**config.mk**
```make
export PLATFORM = sky130hd
export DESIGN_NAME = enter_parking_lot
export DESIGN_NICKNAME = d
export VERILOG_FILES = /design/src/rtl/enter_parking_lot.sv
export SDC_FILE = /design/constraint.sdc
export NUM_CORES = 1
export LEC_CHECK = 0
export ABC_AREA = 1
export CAP_MARGIN = 20
export CORE_MARGIN = 3
export CORE_UTILIZATION = 45
export CTS_BUF_LIST = sky130_fd_sc_hd__clkbuf_4 sky130_fd_sc_hd__clkbuf_8
export DETAILED_ROUTE_END_ITERATION = 10
export GPL_TIMING_DRIVEN = 0
export PLACE_DENSITY = 0.77
export SKIP_LAST_GASP = 1
export SYNTH_ARGS = -nofsm -noshare
export SYNTH_HDL_FRONTEND = slang
export SYNTH_SLANG_ARGS = --single-unit
```
**constraint.sdc**
```tcl
create_clock -name clk -period 2.8 [get_ports clk]
set_clock_uncertainty 0.1 [all_clocks]
set_input_delay 0.42 -clock clk [delete_from_list [all_inputs] [get_ports clk]]
set_output_delay 0.42 -clock clk [all_outputs]
set_load 0.005 [all_outputs]
```
**src/rtl/enter_parking_lot.sv**
```systemverilog
// Entrance controller for the 8-spot lot: allocates the lowest free spot,
// drives the entry gate for GATE_CYCLES cycles and frees spots on exit.
module enter_parking_lot #(
   parameter int unsigned GATE_CYCLES = 4
) (
   input  logic       clk,
   input  logic       rst_n,
   input  logic       entry_req,
   input  logic [7:0] exit_location,
   output logic [2:0] park_number,
   output logic       entry_grant,
   output logic       entry_deny,
   output logic       gate_open,
   output logic [7:0] occupied,
   output logic       full,
   output logic [3:0] free_count,
   output logic       exit_error
);

   localparam int unsigned SPOTS = 8;
   localparam int unsigned CNT_W = 8;

   typedef enum logic [2:0] {
      IDLE    = 3'd0,
      ALLOC   = 3'd1,
      GATE    = 3'd2,
      DENY    = 3'd3,
      RELEASE = 3'd4
   } state_t;

   state_t             state, state_next;
   logic [CNT_W-1:0]   gate_cnt, gate_cnt_next;
   logic [2:0]         park_next;
   logic               grant_next, deny_next, gate_next;
   logic [2:0]         free_idx;
   logic [SPOTS-1:0]   alloc_mask, exit_mask, occupied_next;
   logic               exit_onehot, exit_valid, exit_err_next;
   logic [3:0]         ones;

   // Lowest-numbered free spot; spot 0 wins
   always_comb begin
      free_idx = '0;
      for (int i = SPOTS - 1; i >= 0; i--) begin
         if (!occupied[i]) free_idx = 3'(i);
      end
   end

   // Occupancy summary derived from the registered map
   always_comb begin
      ones = '0;
      for (int i = 0; i < SPOTS; i++) begin
         ones = ones + 4'(occupied[i]);
      end
      free_count = 4'(SPOTS) - ones;
      full       = &occupied;
   end

   // Next-state and registered-output decode
   always_comb begin
      state_next    = state;
      gate_cnt_next = gate_cnt;
      park_next     = park_number;
      grant_next    = 1'b0;
      deny_next     = 1'b0;
      gate_next     = 1'b0;
      case (state)
         IDLE: begin
            if (entry_req && !full) begin
               park_next  = free_idx;
               state_next = ALLOC;
               grant_next = 1'b1;
            end else if (entry_req) begin
               state_next = DENY;
               deny_next  = 1'b1;
            end
         end
         ALLOC: begin
            gate_cnt_next = CNT_W'(GATE_CYCLES);
            state_next    = GATE;
            gate_next     = 1'b1;
         end
         GATE: begin
            if (gate_cnt == CNT_W'(1)) begin
               state_next = RELEASE;
            end else begin
               gate_cnt_next = gate_cnt - CNT_W'(1);
               gate_next     = 1'b1;
            end
         end
         DENY: state_next = RELEASE;
         RELEASE: begin
            if (!entry_req) state_next = IDLE;
         end
         default: state_next = IDLE;
      endcase
   end

   // Exit validation and occupancy update; allocation never hits a freed bit
   always_comb begin
      exit_onehot   = (exit_location != '0) &&
                      ((exit_location & (exit_location - SPOTS'(1))) == '0);
      exit_valid    = exit_onehot && ((exit_location & occupied) != '0);
      exit_err_next = (exit_location != '0) && !exit_valid;
      exit_mask     = exit_valid ? exit_location : '0;
      alloc_mask    = (state == ALLOC) ? (SPOTS'(1) << park_number) : '0;
      occupied_next = (occupied & ~exit_mask) | alloc_mask;
   end

   // State and output registers
   always_ff @(posedge clk or negedge rst_n) begin
      if (!rst_n) begin
         state       <= IDLE;
         gate_cnt    <= '0;
         park_number <= '0;
         entry_grant <= 1'b0;
         entry_deny  <= 1'b0;
         gate_open   <= 1'b0;
         occupied    <= '0;
         exit_error  <= 1'b0;
      end else begin
         state       <= state_next;
         gate_cnt    <= gate_cnt_next;
         park_number <= park_next;
         entry_grant <= grant_next;
         entry_deny  <= deny_next;
         gate_open   <= gate_next;
         occupied    <= occupied_next;
         exit_error  <= exit_err_next;
      end
   end

endmodule

```
==> reports/results.ini <==
[synth]
yosysWarnings=0
synth_edf_count=0
async_reset_ff_share_pct=100
synth-compound-area-share_pct=4.71
synthMuxAreaShare_pct=0
syn_inst=224
syn_area_sq_um=1700
syn_area_per_cell_sq_um=7.59
synth_top_area_cell=dfrtp_1
yosys.area_share.simple_pct=35.8
synth_top_area_share_pct=38.3
synth_area_leaders=dfrtp_1 (38%), nand2_1 (15%), inv_1 (7.3%)
synth-seq-cells=26
synth.distinct_cells=28
ys.flop_type=dfrtp_1
synthAdderAreaFrac_pct=9.87
synth_nets=246
synth_xor_area_share_pct=2.06
seq_area_frac_synth_pct=38.3
synth.most_common_cell=nand2_1
synth_commonest_cells=nand2_1 (70), inv_1 (33), dfrtp_1 (26)
synth_top_family_by_area=simple AND/OR/NAND/NOR gates

[worst_setup_path]
crit_arrival_ps=2650
worstReg2RegEnd=park_number[2]
rr_worst_depth=17
rr_startpoint=occupied[2]
worst-path-max-fanout=2
startpoint_type=flop
crit_type=flop to output pin
r2r_setup_slack_ps=150
cp-end-kind=output pin
required_ps=2280

[global_routing]
grt_usage_pct=19.5
grt_max_degree=22
grt-ovfl-total=0
antenna_found_initial=0
first_global_vias=1500
grt_pass1_wl_microns=6800

[route]
drc=0
via_count=1616
drt_iter0_markers=152
postRouteAntennaNets=0
avgRoutedWirePerCell_microns=12.6
firstDrtPassIters=4
drt-total-wl_microns=4090
viasPerCell=4.97

[job]
cap_violations=0

[clocking]
cts_buffer_depth=2
root_buffer=clkbuf_8
htreeDepth=1
clock-sinks=26
cts_tree=done
clkTransAtPathRegs_ps=90
clock_latency_ps=270
numCtsBuffers=3

[floorplanning]
ios=31
start_util_pct=48.6
rows=21
dieArea_sq_um=4550
die_h_microns=67.4
core_area_sq_um=3490
die_w_microns=67.4

[sta]
report.final.slew_viol_count=0
setup_slack_ps=-369
worst_slew_pin_slew_ps=420
slew_headroom_pct=71.9
final-setup-viol-count=4
finalCritPeriodShare_pct=113
min_period_ps=3170
rsz0062_at_grt=yes
fmax_mhz=316
hold_violations=0

[cells_and_area]
finalNonFillerCells=325
drive_above_1_share_pct=18.6
syn_to_final_growth_pct=36.8
n_antenna_cell=0
nets=302
final_core_utilization_pct=66.5

[power_and_ir_drop]
leakage_nw=1.21
worst_ir_drop_vdd_v=0.000441
power_density_nw_per_um2=1210

[run_status]
status=complete, but fails checks
violations=setup timing

[placed_design]
place_congestion=0.819
io_buffers=30
dpl.hpwl_microns=2880
place_ws_ps=-604
place_inst=301

[worst_hold_path]
hp-class=input port to async pin

-- worst max-delay path by stage --
stage | from | to | slack (ps) | cells past startpoint
2_1_floorplan | occupied[3] | free_count[2] | -40 | 8
3_3_place_gp | occupied[3] | free_count[2] | -600 | 9
3_5_place_dp | occupied[2] | free_count[2] | -600 | 9
4_1_cts | occupied[2] | free_count[2] | -420 | 9
5_1_grt | occupied[5] | free_count[2] | -450 | 9
6_report | occupied[5] | free_count[2] | -370 | 9
-- critical path, stage by stage, from the launching register on --
cell	delay, ps
dfrtp_2	440
fa_1	460
inv_1	70
ha_2	160
inv_2	40
fa_1	470
inv_1	50
fa_2	350
ha_4	270
buf_6	80
-- final cells by class --
type	instances	area [sq um]
clock buffers	3	41.3
well taps	46	57.6
plain buffers	1	5.00
multi-input cells	159	920
repair buffers	51	464
clock inverters	1	30.0
inverters	38	153
flip-flops and latches	26	654
fillers	290	1170
-- cells in the final DEF (no fill, tap or decap), drive strengths merged, types with 3 or more instances in the layout --
cell type	synthesis	final
buf	1	25
clkbuf	0	3
clkdlybuf4s50	0	25
dfrtp	26	26
fa	4	4
ha	7	7
inv	38	38
nand2	73	73
nand3	20	20
nand4	9	9
nor2	23	23
nor3	3	3
o21ai	8	8
xor2	4	4
-- metal layers --
layer  GRT usage (%)  vias to the layer above  wire, microns
met2            29.9                       50           1920
met3            3.33                       11            234
li1                -                      816              -
met5               0                        -              0
met1            28.0                      739           1830
met4            6.33                        0             99
-- power breakdown --
group	leakage, nW	total (mW)	switching, mW	internal (mW)
Sequential	0.312	0.704	0.171	0.532
Combinational	0.864	1.79	0.909	0.885
Clock	0.0357	0.311	0.119	0.191
Total	1.21	2.81	1.20	1.61
-- sequential cells by signal, indices dropped and copies added, names as in the netlist --
| signal | count |
|---|---|
| entry_grant | 1 |
| park_number | 3 |
| entry_deny | 1 |
| gate_open | 1 |
| exit_error | 1 |
| state | 3 |
| occupied | 8 |
| gate_cnt | 8 |
-- kinds of logic after synthesis --
family                     after synthesis
adders and majority gates               11
and+or+nand+nor                        130
xor gates and xnor gates                 4
DFF                                     26
buffers and inverters                   39
AOI/OAI and AO/OA                       14
-- repair_timing --
action	CTS	global route
cloned	0	0
pin swaps	5	4
resized for setup	20	2
endpoints found under the setup margin	4	4
hold buffers	0	0
buffers inserted	17	3
-- metrics by stage --
stage / hold slack [ps] / power [mW] / TNS [ps] / cell area (sq um)
4_1_cts: 302 / 2.75 / -1470 / 2290
3_5_place_dp: 366 / 2.33 / -1560 / 2090
6_report: 297 / 2.81 / -1200 / 2320
5_1_grt: 298 / 3.06 / -1520 / 2320
3_3_place_gp: 355 / 2.27 / -1550 / 2070
2_1_floorplan: 24.4 / 1.64 / -36.4 / 1720
(Power assumes the default switching activity.)
